**src/rtl/traffic_pkg.sv**
```systemverilog
// Shared constants for the intersection phase scheduler: state codes,
// signal-head light codes and service direction.
package traffic_pkg;

    localparam logic [2:0] S_V_GREEN  = 3'd0;
    localparam logic [2:0] S_V_YELLOW = 3'd1;
    localparam logic [2:0] S_V_CLEAR  = 3'd2;
    localparam logic [2:0] S_H_GREEN  = 3'd3;
    localparam logic [2:0] S_H_YELLOW = 3'd4;
    localparam logic [2:0] S_H_CLEAR  = 3'd5;
    localparam logic [2:0] S_PED_WALK = 3'd6;

    localparam logic [2:0] LIGHT_G = 3'b100;
    localparam logic [2:0] LIGHT_Y = 3'b010;
    localparam logic [2:0] LIGHT_R = 3'b001;

    localparam logic V = 1'b0;
    localparam logic H = 1'b1;

endpackage

```
**src/rtl/tick_gen.sv**
```systemverilog
// Prescaler producing a one-cycle tick every CLK_DIV clocks; the first tick
// after reset lands on the CLK_DIV-th cycle.
module tick_gen #(
    parameter int CLK_DIV = 50_000_000
) (
    input  logic clk,
    input  logic rst,
    output logic tick
);

    localparam int CW = (CLK_DIV > 1) ? $clog2(CLK_DIV) : 1;

    logic [CW-1:0] r_cnt;

    assign tick = (r_cnt == CW'(CLK_DIV - 1));

    always_ff @(posedge clk) begin
        if (rst)       r_cnt <= '0;
        else if (tick) r_cnt <= '0;
        else           r_cnt <= r_cnt + 1'b1;
    end

endmodule

```
**src/rtl/traffic_phase_scheduler.sv**
```systemverilog
// Demand-driven intersection phase scheduler: gap-out/max-out greens, yellow,
// all-red clearance and an exclusive pedestrian walk phase.
module traffic_phase_scheduler
    import traffic_pkg::*;
#(
    parameter int CLK_DIV   = 50_000_000,
    parameter int MIN_GREEN = 5,
    parameter int MAX_GREEN = 20,
    parameter int YELLOW_T  = 3,
    parameter int ALL_RED_T = 1,
    parameter int WALK_T    = 7
) (
    input  logic       clk,
    input  logic       rst,
    input  logic       v_sense,
    input  logic       h_sense,
    input  logic       ped_req,
    output logic [2:0] v_light,
    output logic [2:0] h_light,
    output logic       walk,
    output logic       ped_pending,
    output logic [2:0] phase
);

    logic       w_tick;
    logic [2:0] r_state;
    logic [2:0] w_state_nxt;
    logic [7:0] r_elapsed;
    logic [7:0] w_new_el;
    logic       r_ped;
    logic       r_next_dir;
    logic       w_dir_nxt;
    logic       w_ge_min;
    logic       w_ge_max;
    logic [2:0] r_v_light;
    logic [2:0] r_h_light;
    logic       r_walk;

    tick_gen #(.CLK_DIV(CLK_DIV)) u_tick (
        .clk  (clk),
        .rst  (rst),
        .tick (w_tick)
    );

    // Transitions look at the elapsed count including the current tick.
    assign w_new_el = (r_elapsed == 8'hFF) ? 8'hFF : r_elapsed + 8'd1;
    assign w_ge_min = (int'(w_new_el) >= MIN_GREEN);
    assign w_ge_max = (int'(w_new_el) >= MAX_GREEN);

    always_comb begin
        w_state_nxt = r_state;
        w_dir_nxt   = r_next_dir;
        case (r_state)
            S_V_GREEN:
                if (w_tick && (h_sense || r_ped) && ((w_ge_min && !v_sense) || w_ge_max))
                    w_state_nxt = S_V_YELLOW;
            S_V_YELLOW:
                if (w_tick && int'(w_new_el) == YELLOW_T) w_state_nxt = S_V_CLEAR;
            S_V_CLEAR:
                if (w_tick && int'(w_new_el) == ALL_RED_T) begin
                    if (r_ped) begin
                        w_state_nxt = S_PED_WALK;
                        w_dir_nxt   = H;
                    end else begin
                        w_state_nxt = S_H_GREEN;
                    end
                end
            S_H_GREEN:
                if (w_tick && (v_sense || r_ped) && ((w_ge_min && !h_sense) || w_ge_max))
                    w_state_nxt = S_H_YELLOW;
            S_H_YELLOW:
                if (w_tick && int'(w_new_el) == YELLOW_T) w_state_nxt = S_H_CLEAR;
            S_H_CLEAR:
                if (w_tick && int'(w_new_el) == ALL_RED_T) begin
                    if (r_ped) begin
                        w_state_nxt = S_PED_WALK;
                        w_dir_nxt   = V;
                    end else begin
                        w_state_nxt = S_V_GREEN;
                    end
                end
            S_PED_WALK:
                if (w_tick && int'(w_new_el) == WALK_T)
                    w_state_nxt = (r_next_dir == H) ? S_H_GREEN : S_V_GREEN;
            default:
                w_state_nxt = S_V_CLEAR;
        endcase
    end

    always_ff @(posedge clk) begin
        if (rst) begin
            r_state    <= S_V_GREEN;
            r_next_dir <= H;
            r_elapsed  <= '0;
        end else begin
            r_state    <= w_state_nxt;
            r_next_dir <= w_dir_nxt;
            if (w_state_nxt != r_state) r_elapsed <= '0;
            else if (w_tick)            r_elapsed <= w_new_el;
        end
    end

    // Entering walk serves the request, including one arriving that same cycle.
    always_ff @(posedge clk) begin
        if (rst)
            r_ped <= 1'b0;
        else if (w_state_nxt == S_PED_WALK && r_state != S_PED_WALK)
            r_ped <= 1'b0;
        else if (ped_req && r_state != S_PED_WALK)
            r_ped <= 1'b1;
    end

    always_ff @(posedge clk) begin
        if (rst) begin
            r_v_light <= LIGHT_G;
            r_h_light <= LIGHT_R;
            r_walk    <= 1'b0;
        end else begin
            r_v_light <= LIGHT_R;
            r_h_light <= LIGHT_R;
            r_walk    <= 1'b0;
            case (r_state)
                S_V_GREEN:  r_v_light <= LIGHT_G;
                S_V_YELLOW: r_v_light <= LIGHT_Y;
                S_H_GREEN:  r_h_light <= LIGHT_G;
                S_H_YELLOW: r_h_light <= LIGHT_Y;
                S_PED_WALK: r_walk    <= 1'b1;
                default: ;
            endcase
        end
    end

    assign v_light     = r_v_light;
    assign h_light     = r_h_light;
    assign walk        = r_walk;
    assign ped_pending = r_ped;
    assign phase       = r_state;

endmodule

```
**config.mk**
```make
export PLATFORM = sky130hd
export DESIGN_NAME = traffic_phase_scheduler
export DESIGN_NICKNAME = d
export VERILOG_FILES = /design/src/rtl/traffic_pkg.sv /design/src/rtl/tick_gen.sv /design/src/rtl/traffic_phase_scheduler.sv
export SDC_FILE = /design/constraint.sdc
export NUM_CORES = 1
export LEC_CHECK = 0
export CAP_MARGIN = 20
export CORE_ASPECT_RATIO = 1.75
export CORE_UTILIZATION = 50
export DETAILED_ROUTE_END_ITERATION = 12
export MAX_ROUTING_LAYER = met4
export PLACE_DENSITY = 0.72
export SYNTH_ARGS = -nofsm -noshare
export SYNTH_HDL_FRONTEND = slang
export SYNTH_SLANG_ARGS = --single-unit
```
**constraint.sdc**
```tcl
create_clock -name clk -period 2.2 [get_ports clk]
set_input_delay 0.33 -clock clk [delete_from_list [all_inputs] [get_ports clk]]
set_output_delay 0.33 -clock clk [all_outputs]
set_load 0.1 [all_outputs]
```
# After elaboration in Yosys (flattened, before gate mapping)
# Index checks and enable logic that the tools add are counted.
# totals
inputBits	5
word_cells	73
output_inout_bits	11
register_bits	46
# op_classes
n_reduce_logical	23
mux	20
n_lt_le_gt_ge	2
addsub	2
n_eq_ne	18
# op_table
operator	n
2-to-1 mux 3 bit	9
adder 26 x 1 -> 26 bit, second input constant	1
equality test 26 bit, second input constant	1
case mux 3 bit (7 select lines)	1
equality test 3 bit, second input constant	4
case mux 3 bit (2 select lines)	2
logical AND 1 bit	11
adder 8 x 1 -> 8 bit, second input constant	1
equality test 8 x 2 -> 1 bit, second input constant	1
equality test 8 x 3 -> 1 bit, second input constant	1
equality test 8 x 4 -> 1 bit, second input constant	1
equality test 8 bit, second input constant	1
>= comparator 8 x 3 -> 1 bit, second input constant	1
>= comparator 8 x 5 -> 1 bit, second input constant	1
2-to-1 mux 8 bit	1
!= test 2 bit, second input constant	4
equality test 3 x 2 -> 1 bit, second input constant	2
OR reduction 2 bit	3
2-to-1 mux 1 bit	5
AND reduction 5 bit	1
logical OR 1 bit	4
equality test 3 x 1 -> 1 bit, second input constant	1
logical NOT 3 bit	1
!= test 3 bit	1
other kinds (5)	6

# Longest topological paths before layout
# logic_depth
ltp_word	11
mapped_depth	9
ltp_nobuf	8

# Hierarchy
# Synthesis repeated with hierarchy kept, for this count alone.
# unflattened
hier_cells	317
hier_area_um2	2651.3
# by_module_without_submodules
module	seq_area_each_um2	cells_per_inst	area_per_inst_um2	instances
traffic_phase_scheduler	400.4	170	1393.8	1
tick_gen	520.5	147	1257.5	1

# Worst setup path after synthesis
# No wires, ideal clock.
# synth_timing
kind	register -> register
startpoint	register r_state[2] (netlist: phase[2])
endpoint	register r_elapsed[0]
setup_time_ns	0.128
slack_ns	-0.210
required_time_ns	2.072
n_path_buf	1
arrival_ns	2.282
path_stages_with_launch	8
period_less_slack_ns	2.410
path_cell_list	dfxtp_1 clkbuf_1 nand2_1 nor3_1 a21oi_1 or4_4 a31oi_4 nor3_1
# synth_between
elab_chain_len	4
word_cells_on_any_way	17
classes_between	eq/ne: 7; mux: 8; reduce/logical: 2
# synth_rtl
item	line	source
start, declared	traffic_phase_scheduler.sv:26	logic [2:0] r_state;
start signal, assigned	traffic_phase_scheduler.sv:96	r_state <= w_state_nxt;
equality test 3 bit (tied with other cells)	traffic_phase_scheduler.sv:53	case (r_state)
case mux 3 bit (7 select lines)	traffic_phase_scheduler.sv:53	
!= test 3 bit (*)	traffic_phase_scheduler.sv:98	if (w_state_nxt != r_state) r_elapsed <= '0;
OR reduction 2 bit (no line) (*)	--	
end signal, assigned	traffic_phase_scheduler.sv:99	else if (w_tick) r_elapsed <= w_new_el;
end, declared	traffic_phase_scheduler.sv:28	logic [7:0] r_elapsed;
# Mark *: on every way between the ends. The rest lies on a longest branch, timed or not.
# A chain may end at the register's enable or synchronous reset.

# Worst setup path after layout
# layout_timing
startpoint	register r_elapsed[1]
endpoint	register r_elapsed[5]
# layout_between
elab_chain_len	10
word_cells_on_any_way	27
classes_between	add/sub: 1; order compare: 2; eq/ne: 5; mux: 9; reduce/logical: 10
# layout_rtl
item	line	source
adder 8 x 1 -> 8 bit or equality test 8 bit (tied branches)	traffic_phase_scheduler.sv:46	assign w_new_el = (r_elapsed == 8'hFF) ? 8'hFF : r_elapsed + 8'd1;
2-to-1 mux 8 bit (*)	traffic_phase_scheduler.sv:46	
>= comparator 8 x 3 -> 1 bit	traffic_phase_scheduler.sv:47	assign w_ge_min = (int'(w_new_el) >= MIN_GREEN);
logical AND 1 bit, on equally long branches	traffic_phase_scheduler.sv:69, traffic_phase_scheduler.sv:55	
logical OR 1 bit, on equally long branches	traffic_phase_scheduler.sv:69, traffic_phase_scheduler.sv:55	
logical AND 1 bit, on equally long branches	traffic_phase_scheduler.sv:69, traffic_phase_scheduler.sv:55	
2-to-1 mux 3 bit, on equally long branches	traffic_phase_scheduler.sv:69, traffic_phase_scheduler.sv:55	
case mux 3 bit (7 select lines)	traffic_phase_scheduler.sv:53	
!= test 3 bit	traffic_phase_scheduler.sv:98	
OR reduction 2 bit (no line)	--	
# Marks and branches as above.

==> impl_results.md <==
* Vias in the first global route at 2500
* CTS Hold Bufs at 0
* First-pass GRT wire length at 10.6 mm
* Syn Inst Count at 311
* Unrepaired setup endpoints after global routing: yes
* IO Count at 16
* Initial DRC count at 111
* Final Hold Viols at 0
* Gr usage total at 25.3%
* Distinct cells, synth at 59
* Total power at 1390 uW
* Clock Tree Root: clkbuf_8
* First drt pass iteration count at 6
* Cts bufs inserted at 5
* Maxcap violations at 0
* Drt drc at 0
* Worst EP required at 2.38 ns
* Area growth from synthesis to layout at 33.1%
* CTS tree: yes
* Sw Pwr at 312 uW
* Layout cells sized above 1 at 33.3%
* CP max FO at 8
* Min-Delay Path Class: reg2reg
* Clk slew on worst S/H paths at 0.08 ns
* Worst Skew at 0.00576 ns
* Number of synthesized register bits at 46
* Type of element capturing the critical path: register
* Sink Count at 46
* Status: finished with violations
* Crit Path Category: reg2reg
* Top post-synthesis cells by area: dfxtp_1 (36%), nor2_1 (6.5%), xor2_1 (5.5%), a21oi_1 (3.5%), nand3_1 (3.5%)
* Met2 wire length at 3.51 mm
* Worst Path Buf+Inv at 1
* Via count at 2507
* Antenna-violating nets left at 0
* Hpwl dp at 4.81 mm
* Switching share of power at 22.4%
* Worst-Skew Late Latency at 0.29 ns
* Die width at 56.0 um
* Failing checks: negative setup slack
* Clock power frac at 34.5%
* Main synth FF type: dfxtp_1
* Slack of the critical path at -0.0558 ns
* Count of final setup violators at 9
* Fmax at 443 MHz
* Initial antenna violation count at 0
* Final Core Density at 68.8%
* Antenna cells at 0
* GP Congestion at 0.984
* CP Launch Type: register
* Peak supply drop at 0.494 mV
* Worst hold margin at 0.504 ns
* Worst slack, placed at -0.208 ns
* Register area share after synthesis at 36.1%
* Combinational share of power at 5.2%
* Worst-margin pin slew at 0.454 ns
* Final WL at 6.45 mm
* Slowest stage delay, CP at 0.51 ns
* Die Ht at 96.5 um
* Leak Pwr at 0.00133 uW
* Worst-path cell chain: buf_6 > nand4_4 > a41o_1 > a211o_4 > or4_4 > a31oi_4 > nor3_1
* Asr flop ratio synth at 0%
* H-tree Lvls at 2
* Netlist Area Pre-Place at 0.00255 mm2
* Yosys warns at 0
* RR Startpoint: r_elapsed[1]
* Syn Area/Cell at 8.20 um2
* Crit. Startpoint: r_elapsed[1]
* Pin count of the biggest net entering global routing at 26
* Cell accounting for the most synthesized area: dfxtp_1
* Num rows at 34
* Pwr per Cell Area at 411 mW/mm2
* # placed instances at 424
* Routed length per instance at 14.8 um
* Core Region at 0.00493 mm2
* Slew HR at 69.7%
* Area share of the largest cell type after synthesis at 36.1%
* Slew Viols, Final at 0
* Minimum clock period at 2.26 ns
* Hold wc startpoint: u_tick.r_cnt[22]
* Fin cells at 435
* Number of enable flip-flop cells after synthesis at 0
* Wire length on met1 at 2.52 mm
* Final period util at 103%
* Post-synthesis net count at 318
* Total die area at 0.00540 mm2
* CTS Buffer Depth at 2
* Initial Util at 51.7%
* Highest metal used: met4
* Largest delay share family, worst path: compound AO/OA/AOI/OAI gates
* Crit path DAT at 2.43 ns
* Slowest-stage cell, CP: or4_4
* Final nets at 388
* Internal power at 1080 uW
* Sequential share of power at 60.3%
* Post-DR vias/cell at 5.76
* # port buffers at 15
* Gr ovfl total at 0
* DR WL met3 at 140 um
==> worst paths after layout <==
path                      end  slack [ns]  depth (start not counted)
max              r_elapsed[5]       -0.06                          7
min          u_tick.r_cnt[22]        0.50                          2
max reg2reg      r_elapsed[5]       -0.06                          7
min reg2reg  u_tick.r_cnt[22]        0.50                          2
==> final cells by class <==
| type | count | area (um2) |
|---|---|---|
| Timing Repair Buffer | 81 | 658 |
| Multi-Input combinational cell | 238 | 1620 |
| Clock buffer | 6 | 72.6 |
| Clock inverter | 1 | 7.51 |
| Fill cell | 416 | 1540 |
| Inverter | 9 | 33.8 |
| Tap cell | 54 | 67.6 |
| Sequential cell | 46 | 937 |
==> cell usage in the layout (no fill, tap or decap), types with 6 or more instances in the layout <==
cell type  netlist  layout
buf_4            2      71
nor2_1          44      43
dfxtp_1         46      37
nand2_1         23      22
a21oi_1         18      18
nand3_1         18      17
nor3_1          18      17
xor2_1          16      16
nand4_1         11      11
inv_1            9       9
xnor2_1          8       8
o21ai_0         10       8
dfxtp_2          0       7
nor4_1           6       6
==> power by group through the flow <==
stage               Clock, uW  Combinational (uW)  Sequential, uW
floorplan                   0                26.9             874
global placement            0                70.4             863
detailed placement          0                71.3             863
CTS                       507                72.5             844
global route              526                79.8             842
finish                    481                72.9             841
==> logic make-up after synthesis <==
logic type,after synthesis,share of synthesized area [%]
multiplexers,3,1.18
buffers and inverters,27,5.64
AO/OA/AOI/OAI,54,14.9
AND/OR/NAND/NOR,154,32.3
adder cells (fa/ha/maj),2,0.981
XOR/XNOR,25,8.88
flip-flops,46,36.1
==> worst register-to-register path, cell delays in order (launching register included) <==
cell and delay, ns:
dfxtp_4 0.38, buf_6 0.10, nand4_4 0.10, a41o_1 0.27, a211o_4 0.38, or4_4 0.51
a31oi_4 0.32, nor3_1 0.08
==> per-layer routing <==
metal / vias up / track usage [%]
li1: 1255 / -
met1: 1170 / 25.6
met2: 55 / 45.6
met3: 27 / 3.20
met4: 0 / 16.5
met5: - / -
==> cells in the mapped netlist (all sizes together) (3+ instances only) <==
master  count
a211oi      3
a21oi      18
and3        5
and4        7
buf         4
clkbuf     14
dfxtp      46
inv         9
mux2i       3
nand2      23
nand3      18
nand4      13
nor2       44
nor2b       4
nor3       18
nor4        7
nor4b       3
o21ai      11
or2         4
xnor2       9
xor2       16
==> metrics by stage <==
stage / setup TNS, ns / instance area, um2
3_3_place_gp: -0.445 / 3130
4_1_cts: -0.444 / 3260
3_5_place_dp: -1.35 / 3130
5_1_grt: -1.43 / 3390
2_1_floorplan: 0 / 2560
6_report: -0.398 / 3390
==> timing repair <==
item                                    4_1_cts  5_1_grt
pin swaps                                     9       13
buffers inserted                              1        3
endpoints found under the setup margin        9       14
resized for setup                             9       27
==> registers in the layout, indices dropped and copies added, names as in the netlist <==
register and count:
u_tick.r_cnt 26, r_elapsed 8, h_light 3, phase 3
v_light 3, ped_pending 1, r_next_dir 1, walk 1
No activity file was read; power rests on OpenSTA's default activity.
